[src/rtl/nest_checker_pkg.sv]
// Shared types and helpers for the begin/end nesting checker.
//   - match_state_e : keyword matcher state encoding
//   - Ch*           : ASCII constants used by the matcher
//   - is_word_char  : identifier-character classifier
//   - fold_char     : lower-cases letters, passes everything else through
package nest_checker_pkg;

  typedef enum logic [3:0] {
    StDelim,
    StB,
    StBe,
    StBeg,
    StBegi,
    StBegin,
    StE,
    StEn,
    StEnd,
    StOther
  } match_state_e;

  localparam logic [7:0] ChB     = 8'h62;  // 'b'
  localparam logic [7:0] ChE     = 8'h65;  // 'e'
  localparam logic [7:0] ChG     = 8'h67;  // 'g'
  localparam logic [7:0] ChI     = 8'h69;  // 'i'
  localparam logic [7:0] ChN     = 8'h6e;  // 'n'
  localparam logic [7:0] ChD     = 8'h64;  // 'd'
  localparam logic [7:0] Ch0     = 8'h30;  // '0'
  localparam logic [7:0] Ch9     = 8'h39;  // '9'
  localparam logic [7:0] ChLowA  = 8'h61;  // 'a'
  localparam logic [7:0] ChLowZ  = 8'h7a;  // 'z'
  localparam logic [7:0] ChUnder = 8'h5f;  // '_'
  localparam logic [7:0] CaseBit = 8'h20;

  // OR-ing the case bit maps 'A'-'Z' onto 'a'-'z' and never lands a
  // non-letter inside 'a'-'z', so one range test covers both cases.
  function automatic logic is_letter(input logic [7:0] c);
    logic [7:0] l;
    l = c | CaseBit;
    return (l >= ChLowA) && (l <= ChLowZ);
  endfunction

  function automatic logic is_word_char(input logic [7:0] c);
    return is_letter(c) || ((c >= Ch0) && (c <= Ch9)) || (c == ChUnder);
  endfunction

  function automatic logic [7:0] fold_char(input logic [7:0] c);
    return is_letter(c) ? (c | CaseBit) : c;
  endfunction

endpackage

[src/rtl/kw_matcher.sv]
// Keyword prefix matcher for "begin" / "end" on a lower-cased character stream.
// Ports:
//   clk, reset_n     : clock, asynchronous active-low reset
//   clear            : synchronous return to the delimiter state
//   valid, ch        : accepted (already folded) character
//   commit_begin/end : combinational pulse when a delimiter terminates the keyword
//   pend_begin/end   : registered decode, a complete keyword is in progress
module kw_matcher
  import nest_checker_pkg::*;
(
  input  logic       clk,
  input  logic       reset_n,
  input  logic       clear,
  input  logic       valid,
  input  logic [7:0] ch,
  output logic       commit_begin,
  output logic       commit_end,
  output logic       pend_begin,
  output logic       pend_end
);

  match_state_e state_q, state_d;
  logic         word;

  assign word = is_word_char(ch);

  // Advance along a keyword prefix when the expected letter arrives.
  function automatic match_state_e step(input logic w, input logic [7:0] c,
                                        input logic [7:0] want, input match_state_e nxt);
    if (!w)              return StDelim;
    else if (c == want)  return nxt;
    else                 return StOther;
  endfunction

  always_comb begin
    state_d = state_q;
    if (clear) begin
      state_d = StDelim;
    end else if (valid) begin
      unique case (state_q)
        StDelim: begin
          if (!word)           state_d = StDelim;
          else if (ch == ChB)  state_d = StB;
          else if (ch == ChE)  state_d = StE;
          else                 state_d = StOther;
        end
        StB:     state_d = step(word, ch, ChE, StBe);
        StBe:    state_d = step(word, ch, ChG, StBeg);
        StBeg:   state_d = step(word, ch, ChI, StBegi);
        StBegi:  state_d = step(word, ch, ChN, StBegin);
        StE:     state_d = step(word, ch, ChN, StEn);
        StEn:    state_d = step(word, ch, ChD, StEnd);
        StBegin, StEnd, StOther: state_d = word ? StOther : StDelim;
        default: state_d = StDelim;
      endcase
    end
  end

  always_ff @(posedge clk or negedge reset_n) begin
    if (!reset_n) begin
      state_q <= StDelim;
    end else begin
      state_q <= state_d;
    end
  end

  assign pend_begin   = (state_q == StBegin);
  assign pend_end     = (state_q == StEnd);
  assign commit_begin = valid && !clear && !word && pend_begin;
  assign commit_end   = valid && !clear && !word && pend_end;

endmodule

[config.mk]
export PLATFORM = sky130hd
export DESIGN_NAME = kw_matcher
export DESIGN_NICKNAME = d
export VERILOG_FILES = /design/src/rtl/nest_checker_pkg.sv /design/src/rtl/kw_matcher.sv
export SDC_FILE = /design/constraint.sdc
export NUM_CORES = 1
export LEC_CHECK = 0
export CAP_MARGIN = 15
export CORE_AREA = 10 10 47 49
export CTS_BUF_LIST = sky130_fd_sc_hd__clkbuf_4 sky130_fd_sc_hd__clkbuf_8
export DETAILED_ROUTE_END_ITERATION = 16
export DIE_AREA = 0 0 57 59
export PLACE_DENSITY = 0.76
export SLEW_MARGIN = 20
export SYNTH_ARGS = -nofsm -noshare
export SYNTH_HDL_FRONTEND = slang
export SYNTH_SLANG_ARGS = --single-unit
[constraint.sdc]
create_clock -name clk -period 2.1 [get_ports clk]
set_input_delay 0.315 -clock clk [delete_from_list [all_inputs] [get_ports clk]]
set_output_delay 0.315 -clock clk [all_outputs]
set_load 0.01 [all_outputs]
### Word-level counts from Yosys, hierarchy flattened

Index checks and enable logic that the tools add are counted.

| cells by class | value |
|---|---|
| order comparisons | 4 |
| reductions and logical operators | 13 |
| equality and inequality tests | 16 |
| mux-type cells | 19 |

Operators with widths:

| cell | count |
|---|---|
| $mux 4 | 17 |
| $eq 8x7->1 const B | 7 |
| $pmux 4 s8 | 1 |
| $eq 4x3->1 const B | 4 |
| $eq 4x2->1 const B | 2 |
| $eq 4x4->1 const B | 2 |
| $ge 8x6->1 const B | 1 |
| $ge 8x7->1 const B | 1 |
| $le 8x6->1 const B | 1 |
| $le 8x7->1 const B | 1 |
| $logic_and 1x1->1 | 6 |
| $eq 4x1->1 const B | 1 |
| $logic_not 4->1 | 1 |
| $reduce_or 3->1 | 1 |
| $logic_not 1->1 | 2 |
| $logic_or 1x1->1 | 2 |
| $reduce_bool 2->1 | 1 |
| $mux 1 | 1 |

| word-level totals | value |
|---|---|
| register bits | 4 |

### Logic depth before layout (Yosys ltp)

| logic depth | value |
|---|---|
| word-level depth | 8 |
| depth in mapped cells | 6 |
| gate-level depth less buffers | 5 |

### Worst setup path after synthesis

Ideal clock, no wire load.

| path | value |
|---|---|
| path type | input to output |
| start | input ch[2] |
| end | output commit_begin |
| arrival time | 1.691 ns |
| setup slack | 0.094 ns |
| data required time | 1.785 ns |
| stages on the path | 6 |
| path through | buf_6 -> or4_1 -> o21ai_1 -> o21ai_1 -> or3b_4 -> nor3_2 |

| between the ends | value |
|---|---|
| cells in the longest elaborated chain, start to end | 7 |
| elaborated cells between the ends (all ways) | 12 |

RTL lines:

| element | RTL line | source |
|---|---|---|
| start: declaration | kw_matcher.sv:15 | `input logic [7:0] ch,` |
| $ge 8x7->1 (tied with other cells) | nest_checker_pkg.sv:39 | `return (l >= ChLowA) && (l <= ChLowZ);` |
| $logic_and 1x1->1 (on tied branches) | nest_checker_pkg.sv:39, nest_checker_pkg.sv:43 |  |
| $logic_or 1x1->1 | nest_checker_pkg.sv:43 | `return is_letter(c) \|\| ((c >= Ch0) && (c <= Ch9)) \|\| (c == ChUnder);` |
| $logic_or 1x1->1 * | nest_checker_pkg.sv:43 |  |
| $logic_not 1->1 * | kw_matcher.sv:69 | `assign commit_begin = valid && !clear && !word && pend_begin;` |
| $logic_and 1x1->1 * (2 in a row) | kw_matcher.sv:69 |  |
| end: declaration | kw_matcher.sv:16 | `output logic commit_begin,` |

Mark *: on every way between the ends. The rest lies on a longest branch, timed or not.

### Worst setup path after layout

Same ends and word-level chain as after synthesis.

==> out/qor.csv <==
stage;metric;value;unit
run_status;run_status;finished with violations;
run_status;violations;negative setup slack;
yosys;synth_edf_count;0;
cts;root_buffer;clkbuf_4;
setup_path;arrival;1810;ps
place;gp_congestion;0.855;
setup_path;required;1780;ps
finish;regMostFlops;state_q;
finish;stdcell_area;842;sq um
yosys;synth-seq-cells;4;
yosys;synth_top_area_share;17.3;%
detailed_routing;wl;1710;um
sta;fin_crit;2130;ps
sta;hold_viol;0;
yosys;yosys_warnings;0;
finish;drive_gt1_share;25.9;%
global_routing;antenna_found_initial;0;
finish;syn_to_final_growth;45.7;%
yosys;synth_flop_cell;dfrtp_1;
detailed_routing;first_pass_iters;4;
place;place_hpwl;1350;um
hold_path;hold_class;primary input to async pin;
cts;clk_latency;240;ps
pwr;p_leak;0.338;nW
sta;tightest_slew;413;ps
yosys;synth_fp_nets;97;
cts;cts.sinks;4;
pwr;peakVddDrop;0.000407;V
floorplan;fp-row-count;14;
global_routing;grtUsageMet2;17.7;%
finish;mostFrequentLayoutCell;buf_4;
cts;cts_setup_buffers;0;
setup_path;end_kind;output pin;
setup_path;worstSetupPathType;primary input to output pin;
global_routing;grt_pass1_vias;668;
detailed_routing;vias_per_cell;5.82;
global_routing;grt_pass1_wl;2840;um
global_routing;grt_overflow;0;
finish;diodes;0;
global_routing;grt_start_max_net_pins;12;
yosys;seq_area_frac_synth;17.3;%
finish;largest_reg_flops;4;
cts;clk_pin_slew_worst_paths;40;ps
yosys;async_flop_share;100;%
job;cap_viol_max_count;0;
place;pre_cts_ws;-785;ps
yosys;synth_area_leaders;dfrtp_1 17%, nand2_1 7.1%, nor4bb_1 5.2%;
place;io_buffer_count;15;
sta;report.final.setup_viol;1;
sta;timing.fmax;470;MHz
detailed_routing;route.detailed.drc;0;
detailed_routing;drtIter0Drc;23;
sta;final.setup.worst_slack;-29.6;ps
yosys;ys_types;36;
cts;h-tree-depth;1;
global_routing;grt_use_total;9.90;%
finish;top_regs;state_q: 4 flops;
cts;ctsLongestPathBuffers;2;
setup_path;start_kind;primary input;
pwr;powerDensity;325;nW/um^2
floorplan;io_pins;16;
global_routing;busiest_layer;met2;
sta;slew_violations;0;
floorplan;die_height;59;um
global_routing;use_met3;2.79;%
finish;nets;126;
sta;skew;7.00;ps
floorplan;core_area;1400;sq um
place;dpl-instance-area;836;sq um
floorplan;initial_utilization;41.2;%
detailed_routing;wl_per_cell;13.4;um
cts;cts_tree;done;
yosys;yosysTopAreaCell;dfrtp_1;
detailed_routing;vias;745;
sta;post-route-period-util;101;%
yosys;synth_area;578;sq um
floorplan;die_w;57;um
sta;max_slew_margin;71.7;%
global_routing;use_met1;11.4;%
yosys;syn_avg_cell_area;6.80;sq um
setup_path;worstPathMaxFanout;2;
sta;rsz0062_at_grt;yes;
floorplan;die_area;3360;sq um
yosys;syn_inst;85;
cts;cts_inserted_buffers;3;
finish;layout_common_cells;17 x buf_4, 11 x nand2_1, 8 x nor2_1, 7 x clkdlybuf4s50_1, 6 x o21ai_0;
detailed_routing;antenna_left;0;
-- cell families (layout without fill, tap and decap cells) --
group,count (synthesis),count (layout),synth area share (%)
buffers and inverters,10,37,8.23
xor gates and xnor gates,1,1,1.52
and+or+nand+nor,49,49,49.6
AOI/OAI and AO/OA,21,21,23.4
DFF,4,4,17.3
-- cells in the mapped netlist, types with 2 or more instances --
master     n
o21ai_1    2
o21ai_0    6
a31oi_1    3
nand2_1   11
nor4bb_1   3
nand3_1    2
nor3_1     5
dfrtp_1    4
nor4_1     2
buf_2      2
o31ai_1    2
clkbuf_1   5
a21oi_1    2
a32oi_1    2
inv_1      2
nand2b_1   3
nor2_1     8
nor2b_1    3
-- through the flow --
stage | cells | total power, mW | util, % | setup TNS [ps] | hold WS (ps)
3_5_place_dp | 125 | 0.180 | 59.6 | -1770 | 526
3_3_place_gp | 125 | 0.178 | 59.6 | -1720 | 522
4_1_cts | 128 | 0.275 | 59.7 | -94.2 | 269
2_1_floorplan | 85 | 0.129 | - | 0 | 19.4
5_1_grt | 128 | 0.294 | 60.1 | -139 | 272
6_report | 128 | 0.274 | 60.1 | -29.6 | 273
-- per-layer routing --
layer	up-vias	share of wire (%)	wire length, um
met5	-	0	0
met4	0	0	0
met3	0	6.0	102
met2	26	50	853
met1	345	44	755
li1	374	-	-
-- cell type report --
| class | instances | area, sq um |
|---|---|---|
| Tap cell | 16 | 20.0 |
| Inverter | 2 | 7.51 |
| Fill cell | 132 | 559 |
| Clock buffer | 3 | 22.5 |
| Timing Repair Buffer | 32 | 258 |
| Sequential cell | 4 | 100 |
| Multi-Input combinational cell | 71 | 434 |
-- power by group --
part,leakage [nW],switching [mW],internal (mW)
Sequential,0.0553,0.00212,0.0792
Combinational,0.269,0.0435,0.0524
Clock,0.0138,0.0325,0.0640
Total,0.338,0.0781,0.196
-- what timing repair did --
action                                  in CTS  in global routing
endpoints found under the setup margin       3                  3
hold buffers                                 0                  0
pin swaps                                    5                  5
gates resized for setup                     24                  3
endpoints found under the hold margin        0                  0
-- path summary, 6_finish.rpt --
path | cells past startpoint | startpoint | slack, ps | to
setup / recovery | 7 | ch[2] | -30 | commit_begin
hold / removal | 1 | reset_n | 270 | state_q[1]
setup reg to reg | 5 | state_q[2] | 180 | state_q[0]
hold reg to reg | 2 | state_q[0] | 570 | state_q[0]
max in group asynchronous | 1 | reset_n | 1660 | state_q[0]
min in group clk | 2 | state_q[0] | 570 | state_q[0]
-- critical path, cell delays in order --
cell and delay, ps:
buf_6 90, or4_4 510, o21ai_1 130, o21ai_1 110, or3b_4 410, nor3_2 100
buf_2 150
Power figures use the tool's default switching activity.
